## src/rtl/sipo_deserializer_if.sv

```systemverilog
// Bus bundle for the serial-in/parallel-out deserializer: serial input side,
// parallel word output with valid/ready handshake, and status signals.
interface sipo_deserializer_if #(
  parameter int WIDTH = 8
);
  localparam int CNT_W = $clog2(WIDTH);

  logic             din;
  logic             din_valid;
  logic             start;
  logic [WIDTH-1:0] dout;
  logic             dout_valid;
  logic             dout_ready;
  logic [CNT_W-1:0] bit_cnt;
  logic             overrun;

  // Producer/consumer side that drives the serial stream and drains words
  modport master (
    output din,
    output din_valid,
    output start,
    output dout_ready,
    input  dout,
    input  dout_valid,
    input  bit_cnt,
    input  overrun
  );

  // Deserializer side
  modport slave (
    input  din,
    input  din_valid,
    input  start,
    input  dout_ready,
    output dout,
    output dout_valid,
    output bit_cnt,
    output overrun
  );
endinterface

```

## src/rtl/sipo_deserializer.sv

```systemverilog
// Serial-in/parallel-out deserializer. Packs a single-bit stream into
// WIDTH-bit words using a bit counter and shift register, and presents each
// completed word through a one-entry holding register with valid/ready.
// A word that completes while the holding register is still occupied and not
// being drained is dropped and flagged with a one-cycle overrun pulse.
module sipo_deserializer #(
  parameter int WIDTH     = 8,
  parameter bit MSB_FIRST = 1'b1
) (
  input logic                clk,
  input logic                rst,
  sipo_deserializer_if.slave bus
);

  localparam int               CNT_W = $clog2(WIDTH);
  localparam logic [CNT_W-1:0] LAST  = CNT_W'(WIDTH - 1);

  logic [WIDTH-1:0] sr_q;
  logic [WIDTH-1:0] sr_next;
  logic [WIDTH-1:0] sr_base;
  logic [WIDTH-1:0] shifted;
  logic [CNT_W-1:0] cnt_q;
  logic [CNT_W-1:0] cnt_next;
  logic [WIDTH-1:0] dout_q;
  logic [WIDTH-1:0] dout_next;
  logic             dout_valid_q;
  logic             dout_valid_next;
  logic             overrun_q;
  logic             overrun_next;
  logic             transfer;
  logic             free;
  logic             complete;

  // Next-state computation for the shifter, counter and holding register
  always_comb begin
    transfer        = dout_valid_q && bus.dout_ready;
    free            = !dout_valid_q || transfer;

    // A start bit shifts into a cleared register so no stale bits survive
    sr_base         = bus.start ? '0 : sr_q;
    if (MSB_FIRST) begin
      shifted = {sr_base[WIDTH-2:0], bus.din};
    end else begin
      shifted = {bus.din, sr_base[WIDTH-1:1]};
    end

    // A start bit is always bit 0, so it can never complete a word
    complete        = bus.din_valid && !bus.start && (cnt_q == LAST);

    sr_next         = sr_q;
    cnt_next        = cnt_q;
    dout_next       = dout_q;
    dout_valid_next = dout_valid_q;
    overrun_next    = 1'b0;

    if (bus.din_valid) begin
      sr_next = shifted;
      if (bus.start) begin
        cnt_next = CNT_W'(1);
      end else if (complete) begin
        cnt_next = '0;
      end else begin
        cnt_next = cnt_q + 1'b1;
      end
    end else if (bus.start) begin
      sr_next  = '0;
      cnt_next = '0;
    end

    if (complete) begin
      if (free) begin
        dout_next       = shifted;
        dout_valid_next = 1'b1;
      end else begin
        overrun_next    = 1'b1;
      end
    end else if (transfer) begin
      dout_valid_next = 1'b0;
    end
  end

  // State registers with synchronous reset that overrides every other input
  always_ff @(posedge clk) begin
    if (rst) begin
      sr_q         <= '0;
      cnt_q        <= '0;
      dout_q       <= '0;
      dout_valid_q <= 1'b0;
      overrun_q    <= 1'b0;
    end else begin
      sr_q         <= sr_next;
      cnt_q        <= cnt_next;
      dout_q       <= dout_next;
      dout_valid_q <= dout_valid_next;
      overrun_q    <= overrun_next;
    end
  end

  assign bus.dout       = dout_q;
  assign bus.dout_valid = dout_valid_q;
  assign bus.bit_cnt    = cnt_q;
  assign bus.overrun    = overrun_q;

endmodule

```

## src/flat_wrapper.sv

```systemverilog
// flat-port wrapper written by rule: the top's interface ports become plain ports
module sipo_deserializer_flat 
#(
  parameter int WIDTH     = 8,
  parameter bit MSB_FIRST = 1'b1
)
  (clk, rst, bus_din, bus_din_valid, bus_start, bus_dout_ready, bus_dout, bus_dout_valid, bus_bit_cnt, bus_overrun);
  sipo_deserializer_if #(.WIDTH(WIDTH)) bus_i ();
  input logic clk;
  input logic rst;
  input wire logic [$bits(bus_i.din)-1:0] bus_din;
  input wire logic [$bits(bus_i.din_valid)-1:0] bus_din_valid;
  input wire logic [$bits(bus_i.start)-1:0] bus_start;
  input wire logic [$bits(bus_i.dout_ready)-1:0] bus_dout_ready;
  output wire logic [$bits(bus_i.dout)-1:0] bus_dout;
  output wire logic [$bits(bus_i.dout_valid)-1:0] bus_dout_valid;
  output wire logic [$bits(bus_i.bit_cnt)-1:0] bus_bit_cnt;
  output wire logic [$bits(bus_i.overrun)-1:0] bus_overrun;
  assign bus_i.din = bus_din;
  assign bus_i.din_valid = bus_din_valid;
  assign bus_i.start = bus_start;
  assign bus_i.dout_ready = bus_dout_ready;
  assign bus_dout = bus_i.dout;
  assign bus_dout_valid = bus_i.dout_valid;
  assign bus_bit_cnt = bus_i.bit_cnt;
  assign bus_overrun = bus_i.overrun;
  sipo_deserializer #(.WIDTH(WIDTH), .MSB_FIRST(MSB_FIRST)) u_core (.clk(clk), .rst(rst), .bus(bus_i));
endmodule
```

## config.mk

```make
export PLATFORM = sky130hd
export DESIGN_NAME = sipo_deserializer_flat
export DESIGN_NICKNAME = d
export VERILOG_FILES = /design/src/rtl/sipo_deserializer_if.sv /design/src/rtl/sipo_deserializer.sv /design/src/flat_wrapper.sv
export SDC_FILE = /design/constraint.sdc
export NUM_CORES = 1
export LEC_CHECK = 0
export ABC_CLOCK_PERIOD_IN_PS = 1500
export BUFFER_PORTS_ARGS = -buffer_cell sky130_fd_sc_hd__buf_2
export CAP_MARGIN = 25
export CORE_UTILIZATION = 50
export CTS_CLUSTER_DIAMETER = 40
export DETAILED_ROUTE_END_ITERATION = 10
export GPL_TIMING_DRIVEN = 0
export PLACE_DENSITY = 0.75
export SKIP_LAST_GASP = 1
export SLEW_MARGIN = 20
export SYNTH_ARGS = -nofsm -noshare
export SYNTH_HDL_FRONTEND = slang
export SYNTH_SLANG_ARGS = --single-unit
```

## constraint.sdc

```tcl
create_clock -name clk -period 1.5 [get_ports clk]
set_input_delay 0.075 -clock clk [delete_from_list [all_inputs] [get_ports clk]]
set_output_delay 0.075 -clock clk [all_outputs]
set_load 0.01 [all_outputs]
```

== After elaboration in Yosys (flattened, before gate mapping) ==
Index checks and enable logic that the tools add are counted.
Word-level totals
  flip-flop bits (word level): 20
  word-level logic and storage cells: 30
  bits of input ports: 6
Operators by class
  $add $sub $neg: 1
  reduce and logical (&&, ||, !) cells: 11
  eq/ne operators: 2
  bitwise gates (word level): 1
  multiplexer cells: 10
Operators by type and width (number)
  2-to-1 mux 7 bit: 2
  2-to-1 mux 3 bit: 4
  2-to-1 mux 1 bit: 4
  AND reduction 2 bit: 2
  nonzero test 2 bit: 2
  adder 3 x 1 -> 3 bit (second input constant): 1
  equality test 3 bit (second input constant): 1
  logical AND 1 bit: 3
  logical NOT 1 bit: 2
  != test 2 x 1 -> 1 bit (second input constant): 1
  OR reduction 2 bit: 1
  logical OR 1 bit: 1
  NOT 1 bit: 1

== Longest topological paths before layout ==
  word-level depth: 6
  mapped depth: 6

== Worst setup path after synthesis ==
No wires, ideal clock.
  kind: flip-flop to flip-flop
  from: register u_core.cnt_q[0], in the netlist u_core.bus.bit_cnt[0]
  to: register u_core.dout_q[2], in the netlist u_core.bus.dout[2]
  arrival time: 1.251 ns
  setup time: 0.070 ns
  clock period less this slack: 1.321 ns
  stages on the path, launching flop included: 7
  required time: 1.430 ns
  slack: 0.179 ns
  cell sequence: dfxtp_1 > ha_1 > ha_1 > and3b_1 > buf_2 > nand4b_1 > a21oi_1
On the way
  longest elaborated chain between the ends: 3
RTL lines
  start, declared: line sipo_deserializer.sv:22  | logic [CNT_W-1:0] cnt_q;
  start signal, assigned: line sipo_deserializer.sv:92  | cnt_q <= cnt_next;
  equality test 3 bit: line sipo_deserializer.sv:48  | complete = bus.din_valid && !bus.start && (cnt_q == LAST);
  logical AND 1 bit: line sipo_deserializer.sv:48
  AND reduction 2 bit (no line)
  end signal, assigned: line sipo_deserializer.sv:93  | dout_q <= dout_next;
  end, declared: line sipo_deserializer.sv:24  | logic [WIDTH-1:0] dout_q;
Every way passes these cells.
A chain may end at the register's enable or synchronous reset.

== Final worst setup path ==
  from: register u_core.cnt_q[0], in the netlist u_core.bus.bit_cnt[0]
  to: register u_core.dout_q[1], in the netlist u_core.bus.dout[1]
Same word-level chain as after synthesis.

==> impl_metrics.yaml <==
cells_and_area:
  n_antenna_cell: 0
  nets: 117
  drive_gt1_share_pct: 27.8
  seqCellArea_um2: 403
  final_cells: 124
  syn2layout_area_growth_pct: 24.1
  final.fill_count: 130
  multi_input_area_um2: 375
route:
  vias: 685
  via_per_inst: 5.52
  routed_wl_mm: 1.58
  dr.first_iter.drc_count: 13
  first_pass_iters: 4
  drc: 0
  avgRoutedWirePerCell_um: 12.8
  drtAntennaViolNets: 0
clock_tree:
  clk_pin_slew_ps: 120
  cts_tree: "yes"
  clock_path_buffers: 2
  cts-root-buf: "clkbuf_4"
  numCtsBuffers: 3
  clk_latency_ps: 300
  htreeDepth: 1
  cts.sinks: 20
synthesis:
  synth-edff-count: 0
  synth_top_cell_area_share_pct: 50.4
  ys.warnings.count: 0
  yosys.area.top_type: "dfxtp_1"
  yosys_register_bits: 20
  yosys-top-cells-count: "dfxtp_1 (20), a21oi_1 (12), nor2_1 (10), o21ai_0 (9)"
  yosysSeqAreaShare_pct: 50.4
  synth_fp_nets: 92
  yosys.cell_count.top_type: "dfxtp_1"
  async_flop_share_pct: 0
  synth_area_leaders: "dfxtp_1 (50%), mux2i_1 (8.8%), nand4b_1 (7.7%), a21oi_1 (7.6%), o21ai_0 (5.7%)"
  netlist_instances: 84
  synth_ff_type: "dfxtp_1"
  synth.avg_cell_area_um2: 9.46
  syn_area_um2: 795
  ys_types: 18
place:
  place_congestion: 0.755
  port_buffers: 18
  placedCellCount: 118
  dp_hpwl_mm: 1.10
setup_path:
  cp_top_family: "flip-flops"
  crit_buf_inv: 1
  slowest_delay_ps: 360
  cp-start-kind: "flip-flop"
  cp-end-kind: "flip-flop"
  r2r_cells: 6
  critPathArrivalTime_ps: 1640
  cp_slowest_cell: "dfxtp_2"
  r2r-start: "u_core.bus.bit_cnt[0]$_SDFFE_PP0P_"
  cp-startpoint: "u_core.bus.bit_cnt[0]$_SDFFE_PP0P_"
  crit_chain: "ha_1, ha_2, and3b_1, clkbuf_4, nand4b_1, a21oi_2"
  regToRegSetupSlack_ps: 110
  worstPathMaxFanout: 8
  timing.rr.end: "u_core.bus.dout[1]$_SDFFE_PP0P_"
  crit_required_ps: 1750
  crit_type: "reg2reg"
status:
  status: "completed"
power:
  power_density_nw_per_um2: 1040
  power.leakage_nw: 0.414
  ir_drop_v: 0.000692
floorplanning:
  die_area_um2: 1750
  core_area_um2: 1490
  rows: 14
  io_pins: 19
  die_x_um: 41.9
  die_h_um: 41.9
  start_util_pct: 53.4
worst_hold_path:
  holdPathStages: 3
  hold_class: "in2reg"
  hold_path_end: "u_core.sr_q[0]$_SDFF_PP0_"
  min-delay-start: "bus_din"
global_route:
  grt_pass1_wl_mm: 2.73
  grt_pass1_vias: 637
  antenna_found_initial: 0
  grt_max_degree: 13
  overflow: 0
  track_usage_pct: 20.8
sta:
  finalHoldViolations: 0
  relSlewSlack_pct: 69.2
  fin_crit_sh_pct: 92.6
  setup_viol: 0
  drv_slew: 0
  whs_ps: 13.5
  rsz0062_at_grt: "false"
  period_needed_ps: 1390
  clock.fmax_ghz: 0.720
  tightest_slew_ps: 462
  skew_ps: 11.5
job:
  cap_viol_max_count: 0
## final cells by class
cell class	count	share of cell area, %
buffer	6	2.79
clock buffer	3	2.28
clock inverter	1	3.05
multi-input combinational	58	38.1
sequential	20	40.9
tap	16	2.03
timing repair buffer	20	10.9
## flip-flops by register name, indices dropped and copies added (netlist names)
signal	count
u_core.bus.bit_cnt	3
u_core.sr_q	7
u_core.bus.overrun	1
u_core.bus.dout	8
u_core.bus.dout_valid	1
## how the worst max path moves through the flow
| stage | endpoint | slack (ps) | cells after the start |
|---|---|---|---|
| 2_1_floorplan | u_core.bus.dout[2]$_SDFFE_PP0P_ | 180 | 6 |
| 3_3_place_gp | u_core.bus.dout[0]$_SDFFE_PP0P_ | 70 | 5 |
| 3_5_place_dp | u_core.bus.dout[1]$_SDFFE_PP0P_ | -4 | 5 |
| 6_report | u_core.bus.dout[1]$_SDFFE_PP0P_ | 110 | 6 |
| 4_1_cts | u_core.bus.dout[1]$_SDFFE_PP0P_ | 70 | 6 |
| 5_1_grt | u_core.bus.dout[1]$_SDFFE_PP0P_ | 8 | 6 |
## routing by layer
metal	vias up	share of wire, %	global-route usage (%)
met5	-	0	0
met4	0	2.2	13.5
met3	4	3.0	2.61
met2	14	47	33.8
met1	321	48	25.7
li1	346	-	-
## per-stage QoR
stage | utilization [%] | instance area [um^2] | total power, mW | worst slack [ps] | TNS, ps
final | 66.2 | 986 | 1.03 | 111 | 0
after global routing | 66.2 | 986 | 1.06 | 7.77 | 0
after CTS | 65.5 | 975 | 1.04 | 68.8 | 0
after detailed placement | 60.8 | 905 | 0.601 | -3.64 | -3.64
after global placement | 60.8 | 905 | 0.599 | 71.8 | 0
after floorplan | - | 795 | 0.582 | 179 | 0
## repair_timing
| action | 4_1_cts | 5_1_grt |
|---|---|---|
| resized for setup | 0 | 6 |
| setup buffers | 1 | 0 |
| pin swaps | 1 | 0 |
| setup endpoints to repair | 1 | 7 |
| hold endpoints to repair | 2 | 0 |
| hold buffers | 1 | 0 |
## tightest hold or removal path: cells and delay by family
kind                   cells  cell delay (ps)
AOI/OAI and AO/OA          1               60
and+or+nand+nor            1               70
buffers and inverters      1               90
## power breakdown
group / switching, mW / internal, mW
Clock: 0.167 / 0.270
Combinational: 0.0286 / 0.0244
Sequential: 0.00339 / 0.536
Total: 0.199 / 0.830
## cells in the final DEF, fill, tap and decap left out
cell type	count
a21oi_1	11
a21oi_2	1
and3b_1	1
buf_2	19
buf_4	1
bufinv_16	1
clkbuf_1	4
clkbuf_4	4
dfxtp_1	18
dfxtp_2	2
dlygate4sd3_1	1
ha_1	1
ha_2	1
mux2i_1	7
nand2_1	1
nand2b_1	2
nand3_1	1
nand3b_1	2
nand4b_1	7
nor2_1	10
nor2b_1	1
nor3_1	1
nor3b_1	1
o21ai_0	8
o21ai_1	1
or2_2	1
## cell families after synthesis
| kind of cell | synth area share, % |
|---|---|
| AO/OA/AOI/OAI | 13.2 |
| adder cells (fa/ha/maj) | 3.15 |
| buffers and inverters | 3.15 |
| flip-flops | 50.4 |
| multiplexers | 8.82 |
| AND/OR/NAND/NOR | 21.3 |
No activity file was read; power rests on OpenSTA's default activity.
